===== config.mk =====
export PLATFORM = sky130hd
export DESIGN_NAME = neopixel_driver_flat
export DESIGN_NICKNAME = d
export VERILOG_FILES = /design/src/rtl/neopixel_driver_if.sv /design/src/rtl/neopixel_driver.sv /design/src/flat_wrapper.sv
export SDC_FILE = /design/constraint.sdc
export NUM_CORES = 1
export LEC_CHECK = 0
export ABC_AREA = 1
export ABC_CLOCK_PERIOD_IN_PS = 4250
export CAP_MARGIN = 20
export CORE_ASPECT_RATIO = 1.75
export CORE_MARGIN = 3
export CORE_UTILIZATION = 37
export CTS_CLUSTER_DIAMETER = 60
export DETAILED_ROUTE_END_ITERATION = 12
export PLACE_DENSITY = 0.66
export SLEW_MARGIN = 20
export SYNTH_ARGS = -nofsm -noshare
export SYNTH_HDL_FRONTEND = slang
export SYNTH_SLANG_ARGS = --single-unit

===== constraint.sdc =====
create_clock -name clock -period 4.25 [get_ports clock]
set_input_delay 0.425 -clock clock [delete_from_list [all_inputs] [get_ports clock]]
set_output_delay 0.425 -clock clock [all_outputs]
set_load 0.005 [all_outputs]

===== src/rtl/neopixel_driver_if.sv =====
// Producer <-> NeoPixel driver handshake: colour writes, frame start, status pulses
// and the serial LED line.
interface neopixel_driver_if;
    logic [2:0] pixel_index;
    logic [1:0] color_index;
    logic [7:0] color_level;
    logic       load_color;
    logic       send_it;
    logic       neo_data;
    logic       ready_to_load;
    logic       ready_to_send;
    logic       begin_send;
    logic       done_send;
    logic       done_wait;

    modport master (
        output pixel_index, color_index, color_level, load_color, send_it,
        input  neo_data, ready_to_load, ready_to_send, begin_send, done_send, done_wait
    );

    modport slave (
        input  pixel_index, color_index, color_level, load_color, send_it,
        output neo_data, ready_to_load, ready_to_send, begin_send, done_send, done_wait
    );
endinterface


===== src/rtl/neopixel_driver.sv =====
// WS2812 strip driver: GRB register file plus NRZ serialiser with latch gap.
// Optional NEOPIXEL_AUTO_CLEAR_EN: colour regs clear when the latch gap finishes.
module neopixel_driver #(
    parameter int NUM_PIXELS   = 5,
    parameter int T0H_CYCLES   = 18,
    parameter int T1H_CYCLES   = 35,
    parameter int TBIT_CYCLES  = 63,
    parameter int LATCH_CYCLES = 2500
) (
    input  logic              clock,
    input  logic              reset,
    neopixel_driver_if.slave  bus
);
    localparam int CMAX = (TBIT_CYCLES > LATCH_CYCLES) ? TBIT_CYCLES : LATCH_CYCLES;
    localparam int CW   = $clog2(CMAX + 1);
    localparam logic [CW-1:0] T0H_END   = CW'(T0H_CYCLES - 1);
    localparam logic [CW-1:0] T1H_END   = CW'(T1H_CYCLES - 1);
    localparam logic [CW-1:0] TBIT_END  = CW'(TBIT_CYCLES - 1);
    localparam logic [CW-1:0] LATCH_END = CW'(LATCH_CYCLES - 1);
    localparam logic [2:0]    LAST_PIX  = 3'(NUM_PIXELS - 1);
    localparam logic [3:0]    NPIX      = 4'(NUM_PIXELS);

    typedef enum logic [1:0] {IDLE, BIT_HIGH, BIT_LOW, LATCH} state_t;

    state_t          state;
    logic [CW-1:0]   cnt;
    logic [4:0]      bit_cnt;
    logic [2:0]      pix_cnt;
    logic            neo, begin_p, done_s, done_w;
    // channel index: 0 red, 1 green, 2 blue
    logic [NUM_PIXELS-1:0][2:0][7:0] regs;

    logic            idle, wr_ok, cur_bit, last_bit;
    logic [7:0]      cur_chan;
    logic [CW-1:0]   high_end;

    always_comb begin
        idle     = (state == IDLE);
        wr_ok    = idle && bus.load_color && ({1'b0, bus.pixel_index} < NPIX)
                   && (bus.color_index != 2'b11);
        // wire order per pixel is green, red, blue
        if (bit_cnt < 5'd8)       cur_chan = regs[pix_cnt][1];
        else if (bit_cnt < 5'd16) cur_chan = regs[pix_cnt][0];
        else                      cur_chan = regs[pix_cnt][2];
        cur_bit  = cur_chan[~bit_cnt[2:0]];
        high_end = cur_bit ? T1H_END : T0H_END;
        last_bit = (bit_cnt == 5'd23) && (pix_cnt == LAST_PIX);
    end

    assign bus.ready_to_load = idle;
    assign bus.ready_to_send = idle;
    assign bus.neo_data      = neo;
    assign bus.begin_send    = begin_p;
    assign bus.done_send     = done_s;
    assign bus.done_wait     = done_w;

    always_ff @(posedge clock or posedge reset) begin
        if (reset) begin
            regs <= '0;
        end else begin
            if (wr_ok) regs[bus.pixel_index][bus.color_index] <= bus.color_level;
`ifdef NEOPIXEL_AUTO_CLEAR_EN
            if (state == LATCH && done_w) regs <= '0;
`endif
        end
    end

    always_ff @(posedge clock or posedge reset) begin
        if (reset) begin
            state   <= IDLE;
            cnt     <= '0;
            bit_cnt <= '0;
            pix_cnt <= '0;
            neo     <= 1'b0;
            begin_p <= 1'b0;
            done_s  <= 1'b0;
            done_w  <= 1'b0;
        end else begin
            begin_p <= 1'b0;
            done_s  <= 1'b0;
            case (state)
                IDLE: if (bus.send_it) begin
                    state   <= BIT_HIGH;
                    neo     <= 1'b1;
                    begin_p <= 1'b1;
                    cnt     <= '0;
                    bit_cnt <= '0;
                    pix_cnt <= '0;
                end
                BIT_HIGH: begin
                    cnt <= cnt + 1'b1;
                    if (cnt == high_end) begin
                        state <= BIT_LOW;
                        neo   <= 1'b0;
                    end
                end
                BIT_LOW: begin
                    if (cnt != TBIT_END) begin
                        cnt <= cnt + 1'b1;
                    end else begin
                        cnt <= '0;
                        if (last_bit) begin
                            state  <= LATCH;
                            done_s <= 1'b1;
                        end else begin
                            state <= BIT_HIGH;
                            neo   <= 1'b1;
                            if (bit_cnt == 5'd23) begin
                                bit_cnt <= '0;
                                pix_cnt <= pix_cnt + 1'b1;
                            end else begin
                                bit_cnt <= bit_cnt + 1'b1;
                            end
                        end
                    end
                end
                LATCH: begin
                    // done_wait lands LATCH_CYCLES after done_send; IDLE the cycle after
                    if (done_w) begin
                        done_w <= 1'b0;
                        cnt    <= '0;
                        state  <= IDLE;
                    end else if (cnt == LATCH_END) begin
                        done_w <= 1'b1;
                    end else begin
                        cnt <= cnt + 1'b1;
                    end
                end
                default: state <= IDLE;
            endcase
        end
    end
endmodule

===== src/flat_wrapper.sv =====
// flat-port wrapper written by rule: the top's interface ports become plain ports
module neopixel_driver_flat 
#(
    parameter int NUM_PIXELS   = 5,
    parameter int T0H_CYCLES   = 18,
    parameter int T1H_CYCLES   = 35,
    parameter int TBIT_CYCLES  = 63,
    parameter int LATCH_CYCLES = 2500
)
  (clock, reset, bus_pixel_index, bus_color_index, bus_color_level, bus_load_color, bus_send_it, bus_neo_data, bus_ready_to_load, bus_ready_to_send, bus_begin_send, bus_done_send, bus_done_wait);
  neopixel_driver_if bus_i ();
  input  logic clock;
  input  logic reset;
  input wire logic [$bits(bus_i.pixel_index)-1:0] bus_pixel_index;
  input wire logic [$bits(bus_i.color_index)-1:0] bus_color_index;
  input wire logic [$bits(bus_i.color_level)-1:0] bus_color_level;
  input wire logic [$bits(bus_i.load_color)-1:0] bus_load_color;
  input wire logic [$bits(bus_i.send_it)-1:0] bus_send_it;
  output wire logic [$bits(bus_i.neo_data)-1:0] bus_neo_data;
  output wire logic [$bits(bus_i.ready_to_load)-1:0] bus_ready_to_load;
  output wire logic [$bits(bus_i.ready_to_send)-1:0] bus_ready_to_send;
  output wire logic [$bits(bus_i.begin_send)-1:0] bus_begin_send;
  output wire logic [$bits(bus_i.done_send)-1:0] bus_done_send;
  output wire logic [$bits(bus_i.done_wait)-1:0] bus_done_wait;
  assign bus_i.pixel_index = bus_pixel_index;
  assign bus_i.color_index = bus_color_index;
  assign bus_i.color_level = bus_color_level;
  assign bus_i.load_color = bus_load_color;
  assign bus_i.send_it = bus_send_it;
  assign bus_neo_data = bus_i.neo_data;
  assign bus_ready_to_load = bus_i.ready_to_load;
  assign bus_ready_to_send = bus_i.ready_to_send;
  assign bus_begin_send = bus_i.begin_send;
  assign bus_done_send = bus_i.done_send;
  assign bus_done_wait = bus_i.done_wait;
  neopixel_driver #(.NUM_PIXELS(NUM_PIXELS), .T0H_CYCLES(T0H_CYCLES), .T1H_CYCLES(T1H_CYCLES), .TBIT_CYCLES(TBIT_CYCLES), .LATCH_CYCLES(LATCH_CYCLES)) u_core (.clock(clock), .reset(reset), .bus(bus_i));
endmodule

==> impl_metrics.tcl <==
set metrics [dict create \
    status "finished, final reports clean" \
    cts_buffer_depth 2 \
    fin_crit_ns 2.79 \
    h-tree-depth 4 \
    fin_skew_ns 0.00796 \
    io_buffers 22 \
    power.total_uw 3110 \
    post_synth.cell_area_avg_sq_um 7.62 \
    die_h_microns 191 \
    power.leakage_uw 0.00384 \
    setup-violations-final 0 \
    ys_seq_area_frac 0.505 \
    drv_cap 0 \
    use_met2 0.334 \
    yosys.area.top_type "dfrtp_1" \
    drt_drc_violations_left 0 \
    detailed_place_hpwl_mm 12.6 \
    vias 6102 \
    ant_nets 0 \
    antenna_found_initial 0 \
    rsz0062_at_grt "false" \
    path_max_fanout 15 \
    start_kind "flip-flop" \
    clock-sinks 146 \
    grt_max_degree 60 \
    tightest_slew_ns 0.941 \
    netlist_area_sq_mm 0.00723 \
    hold_viol 0 \
    yosys_warnings 0 \
    num_rows 67 \
    first_pass_iters 5 \
    syn_inst 949 \
    num_antenna_cells 0 \
    die_x_microns 112 \
    cts_resized 0 \
    start_util 0.377 \
    grt_pass1_vias 6222 \
    cts_inserted_buffers 17 \
    gp_congestion 0.866 \
    p_per_area_mw_per_mm2 379 \
    clockRootBuffer "clkbuf_16" \
    rrSetupSlack_ns 1.46 \
    grt_overflow 0 \
    grt_most_used_layer "met2" \
    insertion_delay_ns 0.43 \
    layout.nets 971 \
    wl_per_cell_microns 15.6 \
    finalCritPeriodShare 0.657 \
    tritoncts "yes" \
    final_layout_size_suffix_gt1_frac 0.0479 \
    vdd_drop_max_mv 0.277 \
    path_class "reg2reg" \
    via_per_inst 5.08 \
    critical_path_arrival_ns 3.10 \
    fmax_mhz 358 \
    grt_pass1_wl_mm 31.3 \
    drt-initial-drc-count 348 \
    min_path_type "reg2reg" \
    num_io_pins 23 \
    wirelength_mm 18.7 \
    postCtsHoldBufs 0 \
    finalMaxSlewViolations 0 \
    coreArea_sq_mm 0.0192 \
    ys_seq_elements 146 \
    fp.dieArea_sq_mm 0.0213 \
    cts_setup_buffers 0 \
    path_clk_slew_ns 0.06 \
    synth_area_leaders "dfrtp_1 51%, nand2_1 17%, o21ai_0 8.9%, nand3_1 7.1%, inv_1 4.6%" \
    track_usage 0.185 \
    synth_cell_types 34 \
    maxSlewHeadroom 0.371 \
    synth_top_area_frac 0.505 \
    syn_nets 971 \
    critPathRequiredTime_ns 4.55 \
    fin_setup_tns_ns 0 \
    use_met1 0.204 \
    end_kind "flip-flop" \
    use_met3 0.0253 \
    syn2layout_area_growth_pct 13.5 \
]
[per-layer routing]
metal | share of wire | vias to the layer above | routed length, microns
li1 | - | 3043 | -
met1 | 0.39 | 2876 | 7320
met2 | 0.54 | 136 | 10100
met3 | 0.029 | 47 | 544
met4 | 0.043 | 0 | 807
met5 | 0 | - | 0
[kinds of logic (layout without fill, tap and decap cells)]
family                   count (synthesis)  count (layout)  share of synthesized area
AND/OR/NAND/NOR                        506             506                      0.291
XOR/XNOR                                 3               3                    0.00363
flip-flops                             146             146                      0.505
AO/OA/AOI/OAI                          152             152                      0.109
adder cells (fa/ha/maj)                  5               5                    0.00865
buffers and inverters                  137             149                     0.0828
[per-stage QoR]
stage / utilization / instances / setup WS [ns] / hold slack, ns / instance area [sq um]
floorplan: - / 949 / 1.99 / 0.445 / 7240
global placement: 0.394 / 1171 / 1.52 / 0.465 / 7570
detailed placement: 0.394 / 1171 / 1.43 / 0.473 / 7570
CTS: 0.428 / 1202 / 1.47 / 0.483 / 8210
global route: 0.428 / 1202 / 1.25 / 0.507 / 8210
finish: 0.428 / 1202 / 1.46 / 0.474 / 8210
[flip-flops by register name (all words and copies together) (netlist names)]
name,flops
u_core.bus.done_send,1
u_core.bus.begin_send,1
u_core.cnt,12
u_core.state,2
u_core.pix_cnt,3
u_core.bit_cnt,5
u_core.bus.neo_data,1
u_core.regs,120
u_core.bus.done_wait,1
[path summary, 6_finish.rpt]
kind / from / end / cells after the start
max: u_core.bit_cnt[4]$_DFFE_PP0P_ / u_core.bus.neo_data$_DFFE_PP0P_ / 16
min: u_core.bus.neo_data$_DFFE_PP0P_ / u_core.bus.neo_data$_DFFE_PP0P_ / 2
max reg2reg: u_core.bit_cnt[4]$_DFFE_PP0P_ / u_core.bus.neo_data$_DFFE_PP0P_ / 16
min reg2reg: u_core.bus.neo_data$_DFFE_PP0P_ / u_core.bus.neo_data$_DFFE_PP0P_ / 2
max in group asynchronous: reset / u_core.pix_cnt[0]$_DFFE_PP0P_ / 3
min in group asynchronous: reset / u_core.regs[67]$_DFFE_PP0P_ / 2
[cell type report]
class / instances / area, sq um
clock buffer: 21 / 460
sequential: 146 / 3650
fill: 1911 / 11000
clock inverter: 10 / 181
multi-input combinational: 666 / 2980
tap: 241 / 302
timing repair buffer: 27 / 283
inverter: 91 / 348
[power by group]
group	internal [uW]	leakage [uW]	switching [uW]
registers	1390	0.00198	0
clock network	1070	0.000313	573
logic	18.6	0.00154	58.2
total	2480	0.00384	632
[synthesized netlist by cell type, drive strengths merged]
master / n
a211oi: 2
a21oi: 11
and3: 2
buf: 33
clkbuf: 13
dfrtp: 146
ha: 5
inv: 91
nand2: 336
nand3: 103
nand4: 3
nor2: 41
nor3: 16
nor3b: 1
nor4: 2
o2111ai: 1
o211ai: 1
o21a: 1
o21ai: 130
o22ai: 6
or2: 2
xnor2: 1
xor2: 2
[critical path, cell delays in order (launching register included)]
cell	delay (ns)
dfrtp_1	0.57
nor2_4	0.46
inv_1	0.32
nand3_1	0.23
nand3_1	0.10
nand3_1	0.14
nand2_1	0.08
nand2_1	0.06
nand3_1	0.08
nand2_1	0.12
nand2_1	0.07
nand2_1	0.05
nand2_1	0.05
o21ai_2	0.15
nand2_1	0.07
nand2_1	0.06
nand2_1	0.05
[placed cells by master, fill, tap and decap left out, types with 2 or more instances in the layout]
cell               n
nand2_1          336
dfrtp_1          145
o21ai_0          128
nand3_1          103
inv_1             87
nor2_1            36
clkdlybuf4s50_1   22
clkbuf_16         17
nor3_1            15
a21oi_1           11
o22ai_1            6
ha_1               5
bufinv_16          5
nor2_4             3
nand4_1            3
clkinv_2           3
buf_4              3
inv_2              2
nor2_2             2
and3_1             2
xor2_1             2
a211oi_1           2
clkinvlp_4         2
nor4_1             2
clkbuf_1           2
clkbuf_8           2
buf_12             2
No activity file was read; power rests on OpenSTA's default activity.
